<file path="config.mk">
export PLATFORM = sky130hd
export DESIGN_NAME = mdio_master
export DESIGN_NICKNAME = d
export VERILOG_FILES = /design/src/rtl/mdio_pkg.sv /design/src/rtl/mdio_clk_gen.sv /design/src/rtl/mdio_master.sv
export SDC_FILE = /design/constraint.sdc
export NUM_CORES = 1
export LEC_CHECK = 0
export CAP_MARGIN = 20
export CORE_MARGIN = 2
export CORE_UTILIZATION = 35
export CTS_CLUSTER_DIAMETER = 60
export DETAILED_ROUTE_END_ITERATION = 8
export PLACE_DENSITY = 0.63
export SYNTH_ARGS = -nofsm -noshare
export SYNTH_HDL_FRONTEND = slang
export SYNTH_SLANG_ARGS = --single-unit
</file>
<file path="constraint.sdc">
create_clock -name CLK -period 4.5 [get_ports CLK]
set_input_delay 0.9 -clock CLK [delete_from_list [all_inputs] [get_ports CLK]]
set_output_delay 0.9 -clock CLK [all_outputs]
set_load 0.01 [all_outputs]
</file>
<file path="src/rtl/mdio_pkg.sv">
// Shared constants, FSM state type and frame builder for the Clause-22 MDIO master.
package mdio_pkg;

  localparam logic [1:0] MDIO_ST    = 2'b01;
  localparam logic [1:0] MDIO_OP_WR = 2'b01;
  localparam logic [1:0] MDIO_OP_RD = 2'b10;
  localparam logic [1:0] MDIO_TA_WR = 2'b10;
  localparam int         HDR_BITS   = 14;
  localparam int         DATA_BITS  = 16;

  typedef enum logic [2:0] {IDLE, PRE, HDR, TA, DATA, DONE} mdio_state_t;

  // Post-preamble frame; read TA/data are ones so mdd_o idles high while released.
  function automatic logic [31:0] mdio_frame(input logic       wr,
                                             input logic [4:0] phy,
                                             input logic [4:0] regad,
                                             input logic [15:0] wdata);
    if (wr) return {MDIO_ST, MDIO_OP_WR, phy, regad, MDIO_TA_WR, wdata};
    return {MDIO_ST, MDIO_OP_RD, phy, regad, 2'b11, 16'hFFFF};
  endfunction

endpackage

</file>
<file path="src/rtl/mdio_clk_gen.sv">
// MDC generator: CLK_DIV cycles low then CLK_DIV high; held low and phase-reset while disabled.
// fall_stb marks the cycle before MDC falls, sample_stb the last low-phase cycle.
module mdio_clk_gen #(
  parameter int CLK_DIV = 25
) (
  input  logic CLK,
  input  logic RST,
  input  logic en,
  output logic mdc,
  output logic fall_stb,
  output logic sample_stb
);

  localparam int CW = $clog2(CLK_DIV);

  logic [CW-1:0] cnt;
  logic          half_end;

  assign half_end   = (cnt == CW'(CLK_DIV - 1));
  assign fall_stb   = en && mdc && half_end;
  assign sample_stb = en && !mdc && half_end;

  always_ff @(posedge CLK or posedge RST) begin
    if (RST) begin
      cnt <= '0;
      mdc <= 1'b0;
    end else if (!en) begin
      cnt <= '0;
      mdc <= 1'b0;
    end else if (half_end) begin
      cnt <= '0;
      mdc <= ~mdc;
    end else begin
      cnt <= cnt + CW'(1);
    end
  end

endmodule

</file>
<file path="src/rtl/mdio_master.sv">
// Clause-22 MDIO master; rsp_valid 2*CLK_DIV*(N+1) cycles after accept, req_ready only in IDLE.
// Optional MDIO_PRE_SUPPRESS_EN adds cfg_pre_suppress to skip the preamble (N=32).
module mdio_master
  import mdio_pkg::*;
#(
  parameter int CLK_DIV = 25,
  parameter int PRE_LEN = 32
) (
  input  logic        CLK,
  input  logic        RST,
  input  logic        req_valid,
  output logic        req_ready,
  input  logic        req_write,
  input  logic [4:0]  req_phy,
  input  logic [4:0]  req_reg,
  input  logic [15:0] req_wdata,
`ifdef MDIO_PRE_SUPPRESS_EN
  input  logic        cfg_pre_suppress,
`endif
  output logic        rsp_valid,
  output logic [15:0] rsp_rdata,
  output logic        rsp_err,
  output logic        mdio_mdc,
  output logic        mdio_mdd_o,
  output logic        mdio_mdd_oe,
  input  logic        mdio_mdd_i
);

  mdio_state_t state, state_nxt;
  logic [4:0]  bitcnt, bitcnt_nxt;
  logic [31:0] tx_sr, tx_src;
  logic [15:0] rx_sr, rdata_q;
  logic        is_write, wr_src, ta_err, err_q;
  logic        fall_stb, sample_stb, accept, step, pre_sup;

`ifdef MDIO_PRE_SUPPRESS_EN
  assign pre_sup = cfg_pre_suppress;
`else
  assign pre_sup = 1'b0;
`endif

  mdio_clk_gen #(.CLK_DIV(CLK_DIV)) u_clk_gen (
    .CLK        (CLK),
    .RST        (RST),
    .en         (state != IDLE),
    .mdc        (mdio_mdc),
    .fall_stb   (fall_stb),
    .sample_stb (sample_stb)
  );

  assign accept = req_valid && (state == IDLE);
  assign step   = accept || ((state != IDLE) && fall_stb);
  assign tx_src = accept ? mdio_frame(req_write, req_phy, req_reg, req_wdata) : tx_sr;
  assign wr_src = accept ? req_write : is_write;

  always_ff @(posedge CLK or posedge RST) begin
    if (RST) begin
      state  <= IDLE;
      bitcnt <= 5'd0;
    end else begin
      state  <= state_nxt;
      bitcnt <= bitcnt_nxt;
    end
  end

  always_comb begin
    state_nxt  = state;
    bitcnt_nxt = bitcnt;
    req_ready  = (state == IDLE);
    rsp_valid  = (state == DONE) && fall_stb;
    rsp_rdata  = rsp_valid ? (is_write ? 16'h0000 : rx_sr) : rdata_q;
    rsp_err    = rsp_valid ? (!is_write && ta_err) : err_q;
    case (state)
      IDLE: begin
        if (req_valid) begin
          state_nxt  = pre_sup ? HDR : PRE;
          bitcnt_nxt = pre_sup ? 5'(HDR_BITS - 1) : 5'(PRE_LEN - 1);
        end
      end
      default: begin
        if (fall_stb) begin
          if (bitcnt != 5'd0) begin
            bitcnt_nxt = bitcnt - 5'd1;
          end else begin
            case (state)
              PRE:     begin state_nxt = HDR;  bitcnt_nxt = 5'(HDR_BITS - 1);  end
              HDR:     begin state_nxt = TA;   bitcnt_nxt = 5'd1;              end
              TA:      begin state_nxt = DATA; bitcnt_nxt = 5'(DATA_BITS - 1); end
              DATA:    begin state_nxt = DONE; bitcnt_nxt = 5'd0;              end
              default: begin state_nxt = IDLE; bitcnt_nxt = 5'd0;              end
            endcase
          end
        end
      end
    endcase
  end

  // New bit launched on the accept edge and on every MDC falling edge.
  always_ff @(posedge CLK or posedge RST) begin
    if (RST) begin
      tx_sr       <= '0;
      rx_sr       <= '0;
      is_write    <= 1'b0;
      ta_err      <= 1'b0;
      rdata_q     <= '0;
      err_q       <= 1'b0;
      mdio_mdd_o  <= 1'b1;
      mdio_mdd_oe <= 1'b0;
    end else begin
      if (accept) begin
        is_write <= req_write;
        tx_sr    <= tx_src;
        ta_err   <= 1'b0;
      end
      if (step) begin
        case (state_nxt)
          PRE: begin
            mdio_mdd_o  <= 1'b1;
            mdio_mdd_oe <= 1'b1;
          end
          HDR, TA, DATA: begin
            mdio_mdd_o  <= tx_src[31];
            mdio_mdd_oe <= wr_src || (state_nxt == HDR);
            tx_sr       <= {tx_src[30:0], 1'b0};
          end
          default: begin
            mdio_mdd_o  <= 1'b1;
            mdio_mdd_oe <= 1'b0;
          end
        endcase
      end
      if (sample_stb && !is_write) begin
        if (state == TA && bitcnt == 5'd0) ta_err <= mdio_mdd_i;
        if (state == DATA) rx_sr <= {rx_sr[14:0], mdio_mdd_i};
      end
      if (rsp_valid) begin
        rdata_q <= rsp_rdata;
        err_q   <= rsp_err;
      end
    end
  end

endmodule

</file>
==> qor.csv, run 1 <==
metric,value,unit
status,"complete, no violations",
Slew HR,0.355,
Post-Syn Area,4200,µm²
post-synth cell types,55,
Max VDD drop,0.211,mV
DRC,0,
share of cells above drive strength 1,0.132,
synthesis-to-layout area growth,22.0,%
final net count,477,
slowest library cell on the worst path,clkdlybuf4s50_1,
static leakage,2.09,nW
total setup buffers inserted after CTS,0,
CP peak stage delay,0.58,ns
die area,12900,µm²
Yosys top cell area share,0.488,
"Max FO, Critical Path",52,
pin count of the biggest net entering global routing,53,
CTS sink cnt,83,
# setup viols final,0,
Yosys warnings,0,
crit share post-route,0.806,
Post-synth ARST share,1.00,
H-Tree Depth,3,
IO Count,53,
DRT Pass-1 Iters,4,
Critical Setup Path Class,flip-flop to output pin,
Tightest Hold Check Type,flip-flop to flip-flop,
Max Clock Freq,0.276,GHz
Synth Area in Adders,0.0119,
flop2flop setup slack,1.72,ns
Resized cells post-CTS,0,
initial core utilization,0.354,
RSZ-0062 raised after global routing,no,
All-Layer GR Usage,0.140,
"Hold-fix buffers, CTS",0,
final worst path period need,3.63,ns
Pins Over Slew Limit,0,
CTS Buf Count,9,
Synth Area in Simple Gates,0.172,
detailed-route via count,3128,
DR vias/cell,5.27,
worst slew pin tran,0.968,ns
"FF+latch count, synth",83,
post-synthesis mux area share,0.0887,
fin cells,594,
"wirelength, routed",8.36,mm
Mapped Cells,406,
CTS tree,built,
Die Height,114,µm
"antenna viol nets, final",0,
port bufs,52,
CP Buf/Inv Count,3,
maxcap violations,0,
pwr dens,386,nW/µm²
Worst EP arrival,2.73,ns
# rows,40,
Worst-Skew Late Latency,0.34,ns
syn_nets,441,
RePlAce Congestion,0.853,
Antenna diodes,0,
"CTS clk-pin slew, worst paths",0.06,ns
die width,114,µm
gr ovfl total,0,
largest family of logic cells by synthesized area,compound AO/OA/AOI/OAI gates,
Post-synth EDFFs,0,
Worst EP required,3.60,ns
sequential area share after synthesis,0.494,
Max Buffers Root-to-Sink,2,
clock root buffer,clkbuf_16,
"commonest non-fill, non-tap cells in the layout","dfrtp_1, o21ai_0, clkdlybuf4s50_1, nor2_1, nand2_1",
number of global-route vias before repair,2962,
top cell family by delay on the critical path,buffers and inverters,
clock skew,0.00764,ns
initial antenna violation count,0,
"most common cell after layout, fill and taps aside",dfrtp_1,
DPL Wire Length,5.58,mm
CP cell instances,inv_1 -> ha_1 -> and4b_1 -> nand4_1 -> buf_4 -> o21ai_0 -> clkdlybuf4s50_1,
first-pass GRT wire length,14.5,mm
CP Launch Type,flip-flop,
final setup TNS,0,ns
syn avg cell area,10.4,µm²
complex-gate fraction of the synthesized area,0.179,
WL per Instance,14.1,µm
CP endpoint kind,output pin,
Post-synth top flop,dfrtp_1,
XOR/XNOR Fraction of Synth Area,0.00625,
Final Hold Vio Count,0,
Synth area leaders,"dfrtp_1, o21ai_0, mux2_2",
Post-Place Cells,578,
core area,11900,µm²
cell taking the most area after synthesis,dfrtp_1,
Detailed Route Iter0 Violations,223,
[flip-flops by register name (all words and copies together) (netlist names)]
signal / count
bitcnt: 5
err_q: 1
is_write: 1
mdio_mdd_o: 1
mdio_mdd_oe: 1
rdata_q: 16
rx_sr: 16
state: 3
ta_err: 1
tx_sr: 32
u_clk_gen.cnt: 5
u_clk_gen.mdc: 1
[logic make-up after synthesis]
logic type,after synthesis
mux,35
xor+xnor,3
flops,83
compound gates,113
simple gates,129
buf+inv,39
fa+ha+maj,4
[power breakdown]
part | total (mW) | internal, mW | switching, mW
clock | 0.843 | 0.558 | 0.286
combinational | 0.246 | 0.131 | 0.115
sequential | 0.892 | 0.814 | 0.0777
total | 1.98 | 1.50 | 0.479
[tightest hold or removal path: stages (launching register included)]
cell	delay (ns)
dfrtp_1	0.32
nand2_1	0.05
o21ai_0	0.06
[path summary, 6_finish.rpt]
kind | startpoint | end | depth (start not counted)
setup reg to reg | bitcnt[0] | tx_sr[31] | 6
min in group asynchronous | RST | tx_sr[24] | 2
setup / recovery | u_clk_gen.cnt[0] | rsp_rdata[12] | 7
max in group asynchronous | RST | bitcnt[2] | 3
hold / removal | rdata_q[6] | rdata_q[6] | 2
hold reg to reg | rdata_q[6] | rdata_q[6] | 2
[metal layers]
metal  track usage  up-vias  wire length [µm]
met5             0        -                 0
met1         0.190     1499              4040
met4        0.0545        0               133
li1              -     1530                 -
met3        0.0420       12               473
met2         0.210       87              3710
[Yosys cell counts, types with 2 or more instances]
library cell	instances
dfrtp_1	82
o21ai_0	55
nor2_1	37
nand2_1	26
clkbuf_1	20
mux2_2	18
nand2b_1	18
mux2i_1	17
nand3b_1	17
a21oi_1	16
o221a_2	12
inv_1	9
nand3_1	5
o31a_1	5
buf_2	4
buf_6	4
ha_1	4
nand4_1	4
nor3_1	4
or3_1	3
a21boi_0	2
a22oi_1	2
a41oi_1	2
nor2b_1	2
o211ai_1	2
o21a_1	2
o22a_1	2
o41ai_1	2
or2b_2	2
or4b_1	2
xor2_1	2
[per-stage QoR]
| step | power (mW) | utilization | worst slack, ns | area [µm²] | hold WS (ns) |
|---|---|---|---|---|---|
| 3_5_place_dp | 1.15 | 0.403 | 1.27 | 4780 | 0.459 |
| 6_report | 1.98 | 0.432 | 0.874 | 5130 | 0.468 |
| 3_3_place_gp | 1.14 | 0.403 | 1.31 | 4780 | 0.451 |
| 5_1_grt | 2.08 | 0.432 | 0.679 | 5130 | 0.502 |
| 4_1_cts | 2.01 | 0.432 | 0.879 | 5130 | 0.473 |
| 2_1_floorplan | 1.06 | - | 1.46 | 4200 | 0.439 |
[area by class of cell]
| type | count | area, µm² |
|---|---|---|
| clock buffer | 12 | 246 |
| clock inverter | 4 | 97.6 |
| fill | 1141 | 6730 |
| inverter | 9 | 35.0 |
| multi-input combinational | 284 | 1930 |
| sequential | 83 | 2080 |
| tap | 147 | 184 |
| timing repair buffer | 55 | 556 |
No activity file was read; power rests on OpenSTA's default activity.
==> inputs of run 2 (changes only) <==
- clock period: 4.5 -> 3.4 ns (I/O delays scaled with it)
==> qor.csv, run 2 (synthesized netlist as in run 1, its figures left out) <==
metric,value,unit
WL per Instance,13.8,µm
Worst EP required,2.72,ns
static leakage,2.12,nW
initial antenna violation count,0,
clock skew,0.00638,ns
"CTS clk-pin slew, worst paths",0.06,ns
H-Tree Depth,3,
# setup viols final,0,
Final Hold Vio Count,0,
register area,2080,µm²
Biggest register,tx_sr,
CP Launch Type,flip-flop,
first-pass GRT wire length,14.1,mm
All-Layer GR Usage,0.136,
core area,11900,µm²
"most common cell after layout, fill and taps aside",dfrtp_1,
initial core utilization,0.354,
Max Clock Freq,0.311,GHz
port bufs,52,
DRT Pass-1 Iters,6,
CTS Buf Count,9,
die area,12900,µm²
Antenna diodes,0,
number of global-route vias before repair,2959,
CTS sink cnt,83,
CTS tree,built,
# rows,40,
DRC,0,
status,"complete, no violations",
Slew HR,0.548,
final setup TNS,0,ns
Worst-Skew Late Latency,0.34,ns
detailed-route via count,3129,
DPL Wire Length,5.54,mm
Multi-input gate area,1930,µm²
final net count,483,
"Max FO, Critical Path",52,
"wirelength, routed",8.27,mm
Worst EP arrival,2.53,ns
Pins Over Slew Limit,0,
share of cells above drive strength 1,0.146,
fillcell total,1133,
Pwr Total,2.55,mW
crit share post-route,0.945,
flop2flop setup slack,1.01,ns
Tightest Hold Check Type,flip-flop to flip-flop,
maxcap violations,0,
max reg flops,32,
Die Height,114,µm
CP endpoint kind,output pin,
Detailed Route Iter0 Violations,268,
"antenna viol nets, final",0,
pin count of the biggest net entering global routing,53,
Critical Setup Path Class,flip-flop to output pin,
RSZ-0062 raised after global routing,no,
final worst path period need,3.21,ns
"commonest non-fill, non-tap cells in the layout","dfrtp_1, o21ai_0, clkdlybuf4s50_1, nor2_1, nand2_1",
RePlAce Congestion,0.864,
worst slew pin tran,0.677,ns
top flop regs,"tx_sr: 32 flops, rdata_q: 16 flops, rx_sr: 16 flops",
DR vias/cell,5.22,
clock root buffer,clkbuf_16,
gr ovfl total,0,
IO Count,53,
die width,114,µm
pwr dens,495,nW/µm²
synthesis-to-layout area growth,22.7,%
Max VDD drop,0.285,mV
Max Buffers Root-to-Sink,2,
run 2: metrics by stage:
| step | worst slack, ns | area, µm² | hold WS, ns | util | cells |
|---|---|---|---|---|---|
| 4_1_cts | 0.0475 | 5130 | 0.473 | 0.432 | 597 |
| 3_3_place_gp | 0.499 | 4810 | 0.451 | 0.405 | 581 |
| 3_5_place_dp | 0.423 | 4810 | 0.460 | 0.405 | 581 |
| 6_report | 0.188 | 5160 | 0.467 | 0.435 | 600 |
| 5_1_grt | 0.0145 | 5160 | 0.490 | 0.435 | 600 |
| 2_1_floorplan | 0.585 | 4200 | 0.439 | - | 406 |
run 2: power by group:
group          internal (mW)  total (mW)  switching, mW
Clock                  0.663        1.04          0.378
Combinational          0.180       0.336          0.157
Sequential              1.08        1.17         0.0969
run 2: worst max-delay path: stages (launching register included):
cell and delay [ns]:
dfrtp_1 0.40, inv_1 0.07, ha_1 0.21, and4b_2 0.32, nand4_1 0.12, clkbuf_8 0.28
o21ai_0 0.22, clkdlybuf4s50_1 0.57
run 2: final timing paths:
path                                 end  cells past startpoint              from
min in group asynchronous      tx_sr[25]                      2               RST
min                           rdata_q[0]                      2        rdata_q[0]
max                        rsp_rdata[15]                      7  u_clk_gen.cnt[0]
max in group asynchronous    mdio_mdd_oe                      3               RST
max reg2reg                     tx_sr[9]                      7         bitcnt[0]
min reg2reg                   rdata_q[0]                      2        rdata_q[0]
run 2: timing repair:
action | CTS | global route
resized for setup | 0 | 3
setup buffers | 0 | 3
hold buffers | 0 | 0
setup endpoints to repair | 0 | 17
run 2: metal layers:
metal | up-vias | global-route usage | share of wire
met5 | - | 0 | 0
met4 | 0 | 0.0472 | 0.017
met3 | 15 | 0.0515 | 0.068
met2 | 98 | 0.209 | 0.45
met1 | 1475 | 0.178 | 0.47
li1 | 1541 | - | -
run 2: final cells by class:
type | instances | area share
Timing Repair Buffer | 61 | 0.118
Clock inverter | 4 | 0.0143
Sequential cell | 83 | 0.403
Inverter | 9 | 0.00679
Multi-Input combinational cell | 284 | 0.375
Clock buffer | 12 | 0.0478
Tap cell | 147 | 0.0357
==> inputs of run 3 (changes only) <==
- CELL_PAD_IN_SITES_DETAIL_PLACEMENT: default -> 0
- CELL_PAD_IN_SITES_GLOBAL_PLACEMENT: default -> 2
- CORE_UTILIZATION: 35 -> 36
- PLACE_DENSITY: 0.63 -> 0.88
==> qor.csv, run 3 (synthesized netlist as in run 1, its figures left out) <==
metric,value,unit
DR vias/cell,5.21,
die area,12600,µm²
worst slew pin tran,0.661,ns
core area,11400,µm²
share of cells above drive strength 1,0.156,
RSZ-0062 raised after global routing,no,
Detailed Route Iter0 Violations,190,
maxcap violations,0,
RePlAce Congestion,0.814,
Tightest Hold Check Type,flip-flop to flip-flop,
initial antenna violation count,0,
Critical Setup Path Class,flip-flop to output pin,
Max VDD drop,0.279,mV
DRT Pass-1 Iters,4,
gr ovfl total,0,
Pwr Total,2.62,mW
DPL Wire Length,5.77,mm
WL per Instance,14.4,µm
"CTS clk-pin slew, worst paths",0.06,ns
clock skew,0.00639,ns
crit share post-route,0.941,
CP Launch Type,flip-flop,
detailed-route via count,3123,
Worst EP required,2.72,ns
Slew HR,0.560,
Pins Over Slew Limit,0,
Worst EP arrival,2.52,ns
CTS sink cnt,83,
clock power share,0.422,
Switching Power,0.649,mW
CP endpoint kind,output pin,
die width,112,µm
Hold WS,0.466,ns
# rows,39,
"commonest non-fill, non-tap cells in the layout","dfrtp_1, o21ai_0, clkdlybuf4s50_1, nor2_1, nand2_1",
Die Height,112,µm
Biggest register,tx_sr,
# setup viols final,0,
IO Count,53,
synthesis-to-layout area growth,23.7,%
register share of total power,0.449,
top flop regs,"tx_sr: 32 flops, rdata_q: 16 flops, rx_sr: 16 flops",
Final Hold Vio Count,0,
Max Clock Freq,0.313,GHz
pwr dens,504,nW/µm²
CTS tree,built,
design area,5200,µm²
pin count of the biggest net entering global routing,53,
Max Buffers Root-to-Sink,2,
internal power,1.97,mW
number of global-route vias before repair,3099,
sw frac,0.248,
"most common cell after layout, fill and taps aside",dfrtp_1,
final setup TNS,0,ns
final net count,486,
DP Area,4830,µm²
initial core utilization,0.368,
final worst path period need,3.20,ns
H-Tree Depth,3,
max reg flops,32,
DRC,0,
Worst-Skew Late Latency,0.33,ns
clock root buffer,clkbuf_16,
port bufs,52,
All-Layer GR Usage,0.145,
"wirelength, routed",8.62,mm
static leakage,2.14,nW
Antenna diodes,0,
"Max FO, Critical Path",52,
fin util,0.455,
CTS Buf Count,9,
status,"complete, no violations",
Logic pwr share,0.128,
"antenna viol nets, final",0,
first-pass GRT wire length,15.0,mm
[run 3: path summary, 6_finish.rpt]
path	start	endpoint	cells past startpoint	slack, ns
hold reg to reg	rdata_q[14]	rdata_q[14]	2	0.47
hold / removal	rdata_q[14]	rdata_q[14]	2	0.47
min in group asynchronous	RST	rdata_q[3]	2	0.73
setup / recovery	u_clk_gen.cnt[0]	rsp_rdata[0]	7	0.20
max in group asynchronous	RST	mdio_mdd_o	3	1.96
setup reg to reg	bitcnt[0]	tx_sr[2]	7	0.99
[run 3: worst max-delay path, cell delays in order, from the launching register on]
cell	delay, ns
dfrtp_1	0.40
inv_1	0.07
ha_1	0.20
and4b_2	0.32
nand4_1	0.15
buf_8	0.24
o21ai_0	0.23
clkdlybuf4s50_1	0.57
[run 3: final cells by class]
type | count | area (µm²)
Timing Repair Buffer | 64 | 631
Fill cell | 1129 | 6220
Clock inverter | 7 | 116
Sequential cell | 83 | 2080
Multi-Input combinational cell | 284 | 1930
Tap cell | 143 | 179
Inverter | 9 | 35.0
Clock buffer | 9 | 225
[run 3: what timing repair did]
| action | 4_1_cts | 5_1_grt |
|---|---|---|
| resized for setup | 0 | 4 |
| setup buffers | 0 | 2 |
| hold buffers | 0 | 0 |
| endpoints found under the setup margin | 0 | 17 |
[run 3: power groups by stage]
stage | combinational, mW | clock [mW] | sequential, mW
after CTS | 0.338 | 1.14 | 1.18
after floorplan | 0.243 | 0 | 1.16
final | 0.336 | 1.11 | 1.18
after global placement | 0.329 | 0 | 1.19
after detailed placement | 0.336 | 0 | 1.20
after global routing | 0.380 | 1.18 | 1.19
[run 3: per-stage QoR]
| stage | setup slack [ns] | cells |
|---|---|---|
| detailed placement | 0.382 | 581 |
| floorplan | 0.585 | 406 |
| global route | 0.0423 | 599 |
| CTS | 0.00490 | 597 |
| finish | 0.201 | 599 |
| global placement | 0.420 | 581 |
[run 3: routing by layer]
layer	up-vias	wire length [µm]	track usage
li1	1552	-	-
met1	1506	4050	0.199
met2	54	4020	0.226
met3	11	379	0.0367
met4	0	165	0.0463
met5	-	0	0
